[src/rtl/iobus_uart_tx.sv]
// IOBUS-mapped UART transmitter: DATA writes queue bytes, STATUS reads report FIFO/FSM state; 8N1, or 8E1 with UART_TX_PARITY_EN.
// Latency: TX falls two clocks after an idle-block write. Backpressure: DATA writes to a full FIFO are dropped and set sticky OVF.

module iobus_uart_tx_fifo #(
  parameter int DEPTH = 8
) (
  input  logic                     clk,
  input  logic                     rst,
  input  logic                     push,
  input  logic                     pop,
  input  logic [7:0]               wdata,
  output logic [7:0]               rdata,
  output logic [$clog2(DEPTH):0]   count,
  output logic                     full,
  output logic                     empty
);
  localparam int AW = $clog2(DEPTH);

  logic [7:0]    mem [DEPTH];
  logic [AW-1:0] wr_ptr;
  logic [AW-1:0] rd_ptr;

  always_ff @(posedge clk) begin
    if (rst) begin
      wr_ptr <= '0;
      rd_ptr <= '0;
      count  <= '0;
    end else begin
      if (push) wr_ptr <= wr_ptr + AW'(1);
      if (pop)  rd_ptr <= rd_ptr + AW'(1);
      case ({push, pop})
        2'b10:   count <= count + (AW+1)'(1);
        2'b01:   count <= count - (AW+1)'(1);
        default: ;
      endcase
    end
  end

  always_ff @(posedge clk) begin
    if (push) mem[wr_ptr] <= wdata;
  end

  assign rdata = mem[rd_ptr];
  assign full  = (count == (AW+1)'(DEPTH));
  assign empty = (count == '0);
endmodule

module iobus_uart_tx #(
  parameter logic [31:0] BASE_ADDR    = 32'h1100_0100,
  parameter int          CLKS_PER_BIT = 868,
  parameter int          FIFO_DEPTH   = 8
) (
  input  logic        CLK,
  input  logic        RST,
  input  logic [31:0] IOBUS_ADDR,
  input  logic [31:0] IOBUS_OUT,
  input  logic        IOBUS_WR,
  output logic [31:0] IOBUS_IN,
  output logic        TX
);
  localparam int            CW        = $clog2(CLKS_PER_BIT);
  localparam int            FW        = $clog2(FIFO_DEPTH);
  localparam logic [31:0]   STAT_ADDR = BASE_ADDR + 32'd4;
  localparam logic [CW-1:0] BIT_LAST  = CW'(CLKS_PER_BIT - 1);

  typedef enum logic [2:0] {
    IDLE,
    START,
    DATA,
`ifdef UART_TX_PARITY_EN
    PARITY,
`endif
    STOP
  } state_t;

  state_t        state, state_nxt;
  logic [CW-1:0] bit_cnt, cnt_nxt;
  logic [2:0]    bit_idx, idx_nxt;
  logic [7:0]    shift, shift_nxt;
  logic          tx_nxt;
  logic          bit_done;
  logic          pop;
  logic          push;
  logic          ovf;
  logic          wr_data;
  logic          wr_stat;
  logic [7:0]    fifo_rdata;
  logic [FW:0]   fifo_count;
  logic          fifo_full;
  logic          fifo_empty;
  logic          unused_out;
`ifdef UART_TX_PARITY_EN
  logic          parity;
`endif

  assign wr_data    = IOBUS_WR && (IOBUS_ADDR == BASE_ADDR);
  assign wr_stat    = IOBUS_WR && (IOBUS_ADDR == STAT_ADDR);
  // A full FIFO still accepts a write on the edge the FSM pops it.
  assign push       = wr_data && (!fifo_full || pop);
  assign bit_done   = (bit_cnt == BIT_LAST);
  assign unused_out = ^IOBUS_OUT[31:8];

  iobus_uart_tx_fifo #(
    .DEPTH (FIFO_DEPTH)
  ) u_fifo (
    .clk   (CLK),
    .rst   (RST),
    .push  (push),
    .pop   (pop),
    .wdata (IOBUS_OUT[7:0]),
    .rdata (fifo_rdata),
    .count (fifo_count),
    .full  (fifo_full),
    .empty (fifo_empty)
  );

  always_comb begin
    state_nxt = state;
    cnt_nxt   = bit_cnt;
    idx_nxt   = bit_idx;
    shift_nxt = shift;
    pop       = 1'b0;
    tx_nxt    = 1'b1;
    if (state != IDLE) cnt_nxt = bit_done ? '0 : bit_cnt + CW'(1);
    case (state)
      IDLE: begin
        if (!fifo_empty) begin
          pop       = 1'b1;
          shift_nxt = fifo_rdata;
          cnt_nxt   = '0;
          idx_nxt   = '0;
          state_nxt = START;
        end
      end
      START: if (bit_done) state_nxt = DATA;
      DATA: begin
        if (bit_done) begin
          idx_nxt = bit_idx + 3'd1;
          if (bit_idx == 3'd7) begin
`ifdef UART_TX_PARITY_EN
            state_nxt = PARITY;
`else
            state_nxt = STOP;
`endif
          end else begin
            shift_nxt = shift >> 1;
          end
        end
      end
`ifdef UART_TX_PARITY_EN
      PARITY: if (bit_done) state_nxt = STOP;
`endif
      STOP: if (bit_done) state_nxt = IDLE;
      default: state_nxt = IDLE;
    endcase
    // TX is registered from the next state so it changes on the same edge as the FSM.
    case (state_nxt)
      START:   tx_nxt = 1'b0;
      DATA:    tx_nxt = shift_nxt[0];
`ifdef UART_TX_PARITY_EN
      PARITY:  tx_nxt = parity;
`endif
      default: tx_nxt = 1'b1;
    endcase
  end

  always_ff @(posedge CLK) begin
    if (RST) begin
      state   <= IDLE;
      bit_cnt <= '0;
      bit_idx <= '0;
      shift   <= '0;
      TX      <= 1'b1;
      ovf     <= 1'b0;
    end else begin
      state   <= state_nxt;
      bit_cnt <= cnt_nxt;
      bit_idx <= idx_nxt;
      shift   <= shift_nxt;
      TX      <= tx_nxt;
      if (wr_data && !push)            ovf <= 1'b1;
      else if (wr_stat && IOBUS_OUT[3]) ovf <= 1'b0;
    end
  end

`ifdef UART_TX_PARITY_EN
  always_ff @(posedge CLK) begin
    if (RST)      parity <= 1'b0;
    else if (pop) parity <= ^fifo_rdata;
  end
`endif

  always_comb begin
    IOBUS_IN = '0;
    if (IOBUS_ADDR == STAT_ADDR) begin
      IOBUS_IN[12:8] = 5'(fifo_count);
      IOBUS_IN[3]    = ovf;
      IOBUS_IN[2]    = fifo_empty;
      IOBUS_IN[1]    = fifo_full;
      IOBUS_IN[0]    = (state != IDLE);
    end
  end
endmodule

[config.mk]
export PLATFORM = sky130hd
export DESIGN_NAME = iobus_uart_tx
export DESIGN_NICKNAME = d
export VERILOG_FILES = /design/src/rtl/iobus_uart_tx.sv
export SDC_FILE = /design/constraint.sdc
export NUM_CORES = 1
export LEC_CHECK = 0
export CORE_ASPECT_RATIO = 0.8
export CORE_UTILIZATION = 45
export DETAILED_ROUTE_END_ITERATION = 16
export PLACE_DENSITY_LB_ADDON = 0.1
export SYNTH_ARGS = -nofsm -noshare
export SYNTH_HDL_FRONTEND = slang
export SYNTH_SLANG_ARGS = --single-unit
[constraint.sdc]
create_clock -name CLK -period 3.23 [get_ports CLK]
set_input_delay 0.323 -clock CLK [delete_from_list [all_inputs] [get_ports CLK]]
set_output_delay 0.323 -clock CLK [all_outputs]
set_load 0.005 [all_outputs]
# Yosys cells after proc, flatten, opt, wreduce, memory -nomap -nowiden

Memory sizes are Yosys's and may differ from the RTL's. A register that Yosys moved wholly into a read port is not among the register bits.
Cells that the tools add are included.

Bits in registers: 36
Bits in writable memories: 64
Input port bits: 67
Output and inout port bits: 33
Memories: 1

$add $sub $neg: 6
Equal/unequal tests: 15
Muxes and demuxes: 29
Reduce and logical (&&, ||, !) cells: 16

Memories:

| memory     | words | bits a word | read ports | clocked after memory_dff | write ports | RTL line | source |
|---|---|---|---|---|---|---|---|
| u_fifo.mem | 8     | 8           | 1          | 1                        | 1           | 19       | `logic [7:0] mem [DEPTH];` |

Operators with widths:

| kind                  | number |
|---|---|
| $eq 32x29->1 const B  | 2 |
| $mux 10               | 4 |
| $mux 3                | 9 |
| $mux 8                | 3 |
| $pmux 8 s2            | 1 |
| $pmux 3 s4            | 1 |
| $add 10x1->10 const B | 1 |
| $eq 10x10->1 const B  | 1 |
| $add 3x1->3 const B   | 3 |
| $eq 3x2->1 const B    | 3 |
| $mux 4                | 2 |
| $pmux 4 s2            | 1 |
| $eq 3x1->1 const B    | 2 |
| $mux 1                | 6 |
| $ne 2x2->1 const B    | 3 |
| $pmux 3 s2            | 1 |
| $reduce_bool 2->1     | 3 |
| $logic_and 1x1->1     | 5 |
| $add 4x1->4 const B   | 1 |
| $eq 4x4->1 const B    | 1 |
| $logic_not 4->1       | 1 |
| $reduce_and 4->1      | 1 |
| $sub 4x1->4 const B   | 1 |
| $eq 3x3->1 const B    | 1 |
| 8 further kinds       | 9 |

# Longest topological paths before layout

Word-level depth: 8
Gate-level depth with buffers: 12
Mapped depth without buffers: 11

# Cells and area by module

A second synthesis with hierarchy kept.

Cell total of the unflattened synthesis: 362
Area total of the unflattened synthesis: 4738.3 um2

Modules (own cells, without submodules):

| module             | instances | cells each | area each (um2) | seq. area each (um2) |
|---|---|---|---|---|
| iobus_uart_tx_fifo | 1         | 165        | 3103.0          | 2182.1 |
| iobus_uart_tx      | 1         | 197        | 1635.3          | 520.5 |

# Worst setup path after synthesis

No wires, ideal clock.

Path type: register -> register
Start: register u_fifo.count[1]
End: register u_fifo.count[2]
Data arrival time: 2.530 ns
Setup slack: 0.630 ns
Stages on the path, launching flop included: 13
Period minus slack after synthesis: 2.600 ns
Cells stage by stage: dfxtp_1 > buf_6 > or4b_4 > o21a_1 > and4_4 > inv_1 > ha_1 > xor2_1 > ha_1 > a21oi_1 > xor2_1 > or3_1 > a21oi_1

Cells in the longest elaborated chain, start to end: 7

Ends and longest elaborated chain:

| item                                                   | RTL line | source |
|---|---|---|
| start: declaration                                     | 13       | `output logic [$clog2(DEPTH):0] count,` |
| start signal: assignment                               | 32       | `2'b10: count <= count + (AW+1)'(1);` |
| start signal: assignment                               | 33       | `2'b01: count <= count - (AW+1)'(1);` |
| $logic_not 4->1                                        | 45       | `assign empty = (count == '0);` |
| $mux 1                                                 | 127      | `if (!fifo_empty) begin` |
| $mux 1                                                 | 125      | `case (state)` |
| $logic_or 1x1->1                                       | 99       | `assign push = wr_data && (!fifo_full \|\| pop);` |
| $logic_and 1x1->1                                      | 99       |  |
| $eq 2x1->1 / $eq 2x2->1 (equally long branches)        | 31       | `case ({push, pop})` |
| $pmux 4 s2 / $reduce_bool 2->1 (equally long branches) | --       |  |

Several ways; a longest one is shown, not always the timed one.
A chain may end at the register's enable or synchronous reset.

# Worst setup path in the final report

Start: input IOBUS_ADDR[1]
End: output IOBUS_IN[10]

Cells in the longest elaborated chain, start to end: 2

Ends and longest elaborated chain:

| item               | RTL line | source |
|---|---|---|
| start: declaration | 55       | `input logic [31:0] IOBUS_ADDR,` |
| $eq 32x29->1       | 195      | `if (IOBUS_ADDR == STAT_ADDR) begin` |
| $mux 4             | 195      |  |
| end: declaration   | 58       | `output logic [31:0] IOBUS_IN,` |

No other way between the ends.

==> results by group <==
Drt
  – Final WL: 8.98 mm
  – Post-route ant nets: 0
  – Residual DRC: 0
  – Via Count: 2966
  – Pre-antenna DRT Iters: 4
  – DR iter-0 viols: 139
  – Vias per cell: 5.31
  – Wire per inst: 16.1 um

GRT
  – First-pass GRT wire length: 14.3 mm
  – Grt ovf: 0
  – GRT Util Overall: 18.1%
  – Largest net degree at the start of global routing: 22
  – Vias in the first global route: 2827
  – Initial antenna violation count: 0

STA
  – Post-layout minimum cycle time: 2.81 ns
  – Min Hold Slack: 0.483 ns
  – Clock skew: 0.00529 ns
  – Worst-margin pin slew: 0.789 ns
  – Slew Limit Fails: 0
  – Max-slew headroom: 47.2%
  – Final worst path period share: 87.0%
  – Count of final setup violators: 0
  – Max Clock Freq: 0.356 GHz
  – Setup TNS: 0 ns
  – RSZ-0062 raised after global routing: no
  – Final hold violation count: 0

Final layout
  – Fin cells: 559
  – Final nets: 493
  – Synthesis-to-finish area growth: 20.3%
  – Share of cells above drive strength 1: 12.1%
  – Diode count: 0

Power and ir drop
  – Power density over cell area: 475 nW/um2
  – Total power: 2630 uW
  – Lkg Pwr: 0.00189 uW
  – VDD IR max: 0.000315 V

Placed design
  – Placed cells: 543
  – Detail Placement HPWL: 6.09 mm
  – Port bufs: 51
  – Placer Congestion: 0.750

Critical path
  – Crit-path leading delay family: simple AND/OR/NAND/NOR gates
  – CP max stage delay: 0.52 ns
  – Most frequent cell on the critical path: clkdlybuf4s50_1
  – CP arrival: 2.49 ns
  – Startpoint types: input port
  – Critical-path cell list: clkdlybuf4s50_1 > nor4_1 > nand4_1 > nor3_1 > and2_1 > clkdlybuf4s50_1
  – Crit path buf inv count: 2
  – Slowest cell on crit path: clkdlybuf4s50_1
  – Setup Crit Path Kind: in -> out
  – Critical path capture point type: output port
  – Crit-path max FO: 6
  – Critical Path RT: 2.91 ns

Floorplanning
  – # rows: 32
  – Die W: 115 um
  – CORE AREA: 9770 um2
  – Die ar.: 10600 um2
  – Chip height: 92.4 um
  – Initial core utilization: 47.0%
  – Ports: 100

Clock tree
  – Resized Gates After CTS: 0
  – H-tree depth: 3
  – CTS tree: yes
  – Clk sinks: 103
  – CTS Buf Count: 9
  – Hold_buf cts: 0
  – CTS Buffer Depth: 2
  – Clock root cell: clkbuf_16
  – Post-CTS Repair Setup Buffers: 0
  – Clk_lat worst skew: 0.33 ns
  – Clock slew at reported path FFs: 0.07 ns

Synth
  – Top cell type by total area after synthesis: edfxtp_1
  – Synth top area share: 41.8%
  – EDFF count, synth: 64
  – Cells after Synth: 357
  – Syn Area/Cell: 12.9 um2
  – Synth cell count leaders: edfxtp_1, nor2_1, dfxtp_1
  – Synth top area cells: edfxtp_1, dfxtp_1, mux4_2, buf_4, nor2_1
  – Synthesized area: 4590 um2
  – Post-synthesis sequential area ratio: 58.8%
  – Main synth FF type: edfxtp_1
  – Top-count cell post-synth: edfxtp_1
  – Distinct cell type count after synthesis: 47
  – Ys async rst share: 0%
  – Flops & latches, synth: 103
  – Yosys warning count: 0

Status
  – Status: finished clean

Hold path
  – Min-delay worst type: reg -> reg

Flow run
  – # Max-Cap Violations: 0
[worst paths after layout]
check | end | start | cells after the start | slack (ns)
min | bit_idx[2]$_SDFFE_PP0P_ | bit_idx[2]$_SDFFE_PP0P_ | 2 | 0.48
min reg2reg | bit_idx[2]$_SDFFE_PP0P_ | bit_idx[2]$_SDFFE_PP0P_ | 2 | 0.48
max reg2reg | u_fifo.count[2]$_SDFFE_PP0P_ | u_fifo.count[1]$_SDFFE_PP0P_ | 11 | 0.42
max | IOBUS_IN[10] | IOBUS_ADDR[1] | 6 | 0.42
[stage by stage]
| step | util [%] | worst slack (ns) | cell area [um2] |
|---|---|---|---|
| final | 56.6 | 0.421 | 5530 |
| after global routing | 56.6 | 0.274 | 5530 |
| after CTS | 56.6 | 0.378 | 5530 |
| after detailed placement | 53.4 | 0.151 | 5210 |
| after global placement | 53.4 | 0.157 | 5210 |
| after floorplan | - | 0.630 | 4680 |
[state kept, by name, indices dropped and copies added (netlist names), 3 cells and up, named ones only]
register,cells
u_fifo.wr_ptr,3
shift,8
u_fifo.count,4
u_fifo.mem,64
state,3
bit_idx,3
u_fifo.rd_ptr,3
bit_cnt,10
[worst min-delay path: stages (launching register included)]
cell and delay (ns):
dfxtp_1 0.31, nand3_1 0.06, a21oi_1 0.06
[kinds of logic after synthesis]
family	count (synthesis)	share of synthesized area (%)
AND/OR/NAND/NOR	124	15.0
flip-flops	103	58.8
AO/OA/AOI/OAI	44	6.35
buffers and inverters	42	5.75
multiplexers	27	10.3
adder cells (fa/ha/maj)	8	2.18
XOR/XNOR	8	1.53
other	1	0.0816
[power breakdown]
part	switching, uW	internal [uW]	total, uW
clock network	450	681	1130
logic	42.1	54.1	96.3
registers	3.28	1400	1400
[area by class of cell]
type	count	area (um2)
Inverter	5	21.3
Sequential cell	103	2700
Clock inverter	5	81.3
Clock buffer	11	233
Multi-Input combinational cell	236	1720
Timing Repair Buffer	63	601
Fill cell	808	4240
Tap cell	136	170
[metal layers]
layer,GRT usage [%],share of wire [%],up-vias,routed length (um)
met5,0,0,-,0
met4,3.90,0.85,0,76
met3,4.97,8.2,8,737
met2,28.3,46,121,4090
met1,25.4,45,1417,4070
li1,-,-,1420,-
[cell usage in the layout, fill, tap and decap left out, types with 9 or more instances in the layout]
master and n:
buf_4 12, a21oi_1 18, mux4_2 16, nor2_1 40
clkbuf_16 9, edfxtp_1 64, mux2i_1 10, dfxtp_1 39
conb_1 25, nand2_1 17, clkdlybuf4s50_1 51
Power figures use the tool's default switching activity.
==> RTL edit 1, RTL diff (same settings) <==
The option `UART_TX_PARITY_EN` is turned on by a define.
--- a/src/rtl/iobus_uart_tx.sv
+++ b/src/rtl/iobus_uart_tx.sv
@@ -1,5 +1,7 @@
 // IOBUS-mapped UART transmitter: DATA writes queue bytes, STATUS reads report FIFO/FSM state; 8N1, or 8E1 with UART_TX_PARITY_EN.
 // Latency: TX falls two clocks after an idle-block write. Backpressure: DATA writes to a full FIFO are dropped and set sticky OVF.
+
+`define UART_TX_PARITY_EN
 
 module iobus_uart_tx_fifo #(
   parameter int DEPTH = 8
Behaviour: same outputs for any inputs over 10 cycles, from zero or initial values and one cycle with RST high; that may be too few to reach the edited logic, so the function may still have changed.
==> RTL edit 1 against the unedited design <==
  * Area after synthesis grew 11%
  * Worst hold slack lost 0.0082 ns
  * Sequential cell count grew 1
  * Register-to-register slack gained 0.22 ns
  * Maximum frequency grew 1.3%
  * Cell area grew 9.7%
  * Worst setup slack gained 0.036 ns
  * Routed wire length grew 11%
  * Critical path type unchanged
  * Critical endpoint is now IOBUS_IN[1]
  * Largest cell class unchanged
  * Highest routed layer unchanged
Power is not compared: it rests on default switching activity, and its combinational part moved more than twofold at a synthesized area within 25%.
==> RTL edit 1: results (changes against the unedited design) <==
Hold_sp - bit_cnt[9]$_SDFF_PP0_
DP HPWL - 7310 um (+20%)
Worst setup path endpoint - IOBUS_IN[1]
Wire length per cell - 15.7 um (-2.4%)
Avg Inst Size Synth - 12.1 um^2 (-6.2%)
Cell variety after synth - 56 (+19%)
Fill count - 929 (+15%)
Top cells by count, synth - edfxtp_1, nor2_1, dfxtp_1, buf_4, nand2_1
Nets@finish - 559 (+13%)
Vias - 3320 (+12%)
Setup crit start - IOBUS_ADDR[11]
Clk_skew - 0.00635 ns (+0.00106 ns)
Inst Count DP - 617 (+14%)
Placer Congestion - 0.787 (+4.9%)
Worst path arrival time - 2.45 ns (-0.04 ns)
Overall routing resource usage - 18.3% (+0.15 points)
Worst r2r dst - TX$_SDFF_PP1_
Share of layout cells above drive strength 1 - 11.2% (-0.81 points)
Area post-placement - 0.00574 mm^2 (+10%)
Skew-Pair Late Insertion Delay - 0.35 ns (+0.02 ns)
Top post-synthesis cells by area - edfxtp_1, dfxtp_1, mux4_2
Period utilisation layout - 85.9% (-1.1 points)
Sequential area share after synthesis - 53.3% (-5.5 points)
Number of global-route vias before repair - 3213 (+14%)
WHS Path Cells - 1 (-1)
First-pass GRT wire length - 16400 um (+14%)
Hold Path Sink - bit_cnt[9]$_SDFF_PP0_
Outcome - complete, no violations
Initial core utilization - 46.5% (-0.49 points)
-- RTL edit 1: changes by cell type in the layout (fill, tap and decap cells not counted), moves of 4 or more --
cell and delta:
nor2_1 +15, and2_1 -6, xor2_1 +16, xnor2_1 +14
nand2_1 +7, a21oi_1 -5, o22ai_1 +4, mux2i_1 +11
mux4_1 +4, or3_1 -4, mux4_2 -4
-- RTL edit 1: layer usage --
metal	vias up	global-route usage, %	part of all wire [%]
met4	0	5.51	0.98
met5	-	0	0
met2	98	26.5	45
met3	9	4.64	4.5
met1	1578	26.8	50
li1	1635	-	-
-- RTL edit 1: kinds of logic (layout without fill, tap and decap cells) --
logic type      after synthesis  count (layout)  share of synthesized area [%]
simple gates                145             145                           14.6
flops                       104             104                           53.3
compound gates               46              46                           6.44
buf+inv                      43              86                           5.24
xor+xnor                     38              38                           6.52
mux                          38              38                           11.7
fa+ha+maj                     8               8                           2.11
other cells                   1              24                         0.0734
-- RTL edit 1: cell type report --
type | instances | area share [%]
Inverter | 4 | 0.248
Timing Repair Buffer | 66 | 10.3
Tap cell | 144 | 2.97
Multi-Input combinational cell | 299 | 36.3
Sequential cell | 104 | 44.9
Clock inverter | 7 | 1.55
Clock buffer | 9 | 3.71
-- RTL edit 1: worst max-delay path, cell delays in order --
cell	delay (ns)
clkdlybuf4s50_1	0.40
nor4b_1	0.32
nand4_1	0.26
nor2_1	0.31
nand2_1	0.20
nor2_1	0.14
clkdlybuf4s50_1	0.50
-- RTL edit 1: power by group --
part | internal [W] | switching, W | total, W
Clock | 0.000624 | 0.000517 | 0.00114
Sequential | 0.00151 | 0.0000900 | 0.00160
Combinational | 0.000526 | 0.000622 | 0.00115
==> RTL edit 2, RTL diff (config.mk and constraints unchanged) <==
Made on the original files. The 4 states of `state_t` get a one-hot encoding in 4 bits.
--- a/src/rtl/iobus_uart_tx.sv
+++ b/src/rtl/iobus_uart_tx.sv
@@ -63,14 +63,14 @@
   localparam logic [31:0]   STAT_ADDR = BASE_ADDR + 32'd4;
   localparam logic [CW-1:0] BIT_LAST  = CW'(CLKS_PER_BIT - 1);
 
-  typedef enum logic [2:0] {
-    IDLE,
-    START,
-    DATA,
+  typedef enum logic [3:0] {
+    IDLE  = 4'b0001,
+    START = 4'b0010,
+    DATA  = 4'b0100,
 `ifdef UART_TX_PARITY_EN
     PARITY,
 `endif
-    STOP
+    STOP  = 4'b1000
   } state_t;
 
   state_t        state, state_nxt;
Formal check against the unedited RTL: no difference found for any inputs over 10 cycles, from zero or initial values and one cycle with RST high; not proved beyond that.
==> RTL edit 2 against the unedited design <==
  * Worst setup slack got worse by 0.017 ns
  * Global-route usage rose by 0.19 points
  * Sequential share of layout area fell by 0.80 points
  * Routed wire length rose by 3.5%
  * Final cell count rose by 0.72%
  * Cell area rose by 2.4%
  * First-iteration DRC count rose by 51%
  * Maximum frequency fell by 0.59%
  * Synthesized cell count rose by 0.84%
  * Sequential cell count rose by 1
  * Power rose by 3.0%
  * Area after synthesis rose by 2.0%
  * Worst hold slack got worse by 0.0061 ns
  * Count of clock-buffer cells in the layout fell by 1
  * Largest cell class unchanged
==> RTL edit 2: results (changes against the unedited design) <==
Outcome - complete, no violations
Slowest-stage cell, CP - or4b_2
Port bufs - 51 (unchanged)
Slowest Stage Delay on Critical Path - 0.74 ns (+0.22 ns)
Worst vdd ir - 0.000246 V (-22%)
Nets@finish - 497 (+0.81%)
Max-slew headroom - 59.3% (+12 points)
Synth Area in Adders - 2.14% (-0.043 points)
Placer Congestion - 0.771 (+2.7%)
P_leak - 1.93 nW (+1.9%)
First-pass GRT wire length - 14700 um (+2.6%)
Clk_skew - 0.00632 ns (+0.00103 ns)
Largest net degree at the start of global routing - 28 (+27%)
DP HPWL - 6380 um (+4.8%)
Top post-synthesis cells by area - edfxtp_1, dfxtp_1, mux4_2
DR iter-0 viols - 210 (+51%)
Number of global-route vias before repair - 2916 (+3.1%)
Final WL - 9290 um (+3.5%)
Mux share of post-synthesis cell area - 10.0% (-0.23 points)
Seq pwr share - 52.0% (-1.3 points)
Cell variety after synth - 50 (+6.4%)
Share of layout cells above drive strength 1 - 13.1% (+1.1 points)
Xor/xnor cell area share of the yosys netlist - 1.68% (+0.16 points)
Clock share of power - 44.9% (+1.8 points)
Top cells by count, synth - edfxtp_1, dfxtp_1, nor2_1, buf_4, nand2_1
Vias - 3071 (+3.5%)
Fill count - 850 (+5.2%)
Compound-Gate Fraction of Synth Area - 7.61% (+1.3 points)
Internal - 0.00221 W (+3.7%)
[RTL edit 2: final timing paths]
path / endpoint / slack (ns) / from / cells after the start
setup / recovery: u_fifo.count[2]$_SDFFE_PP0P_ / 0.40 / u_fifo.count[0]$_SDFFE_PP0P_ / 11
hold / removal: bit_idx[2]$_SDFFE_PP0P_ / 0.48 / bit_idx[2]$_SDFFE_PP0P_ / 2
setup reg to reg: u_fifo.count[2]$_SDFFE_PP0P_ / 0.40 / u_fifo.count[0]$_SDFFE_PP0P_ / 11
hold reg to reg: bit_idx[2]$_SDFFE_PP0P_ / 0.48 / bit_idx[2]$_SDFFE_PP0P_ / 2
[RTL edit 2: cell type report]
class / instances / share of cell area (%)
clock buffers: 10 / 4.05
clock inverters: 6 / 1.88
inverters: 4 / 0.265
multi-input cells: 236 / 31.6
flip-flops and latches: 104 / 48.1
well taps: 136 / 3.01
repair buffers: 67 / 11.1
[RTL edit 2: routing by layer]
layer,GRT usage [%],wire (um),up-vias
li1,-,-,1459
met1,25.8,4430,1507
met2,28.7,4310,98
met3,4.21,475,7
met4,4.49,78,0
met5,0,0,-
[RTL edit 2: stage by stage]
| stage | power (W) | instance area [um^2] | worst slack (ns) | cells |
|---|---|---|---|---|
| global placement | 0.00152 | 5330 | 0.201 | 547 |
| detailed placement | 0.00152 | 5330 | 0.162 | 547 |
| floorplan | 0.00147 | 4770 | 0.537 | 383 |
| finish | 0.00270 | 5660 | 0.404 | 563 |
| global route | 0.00279 | 5660 | 0.169 | 563 |
| CTS | 0.00273 | 5660 | 0.410 | 563 |
[RTL edit 2: critical path, delay by kind of cell, from the launching register on]
family,cells,cell delay (ns)
and+or+nand+nor,3,1.10
buffers and inverters,1,0.08
adders and majority gates,2,0.41
AOI/OAI and AO/OA,3,0.45
DFF,1,0.38
xor gates and xnor gates,2,0.33
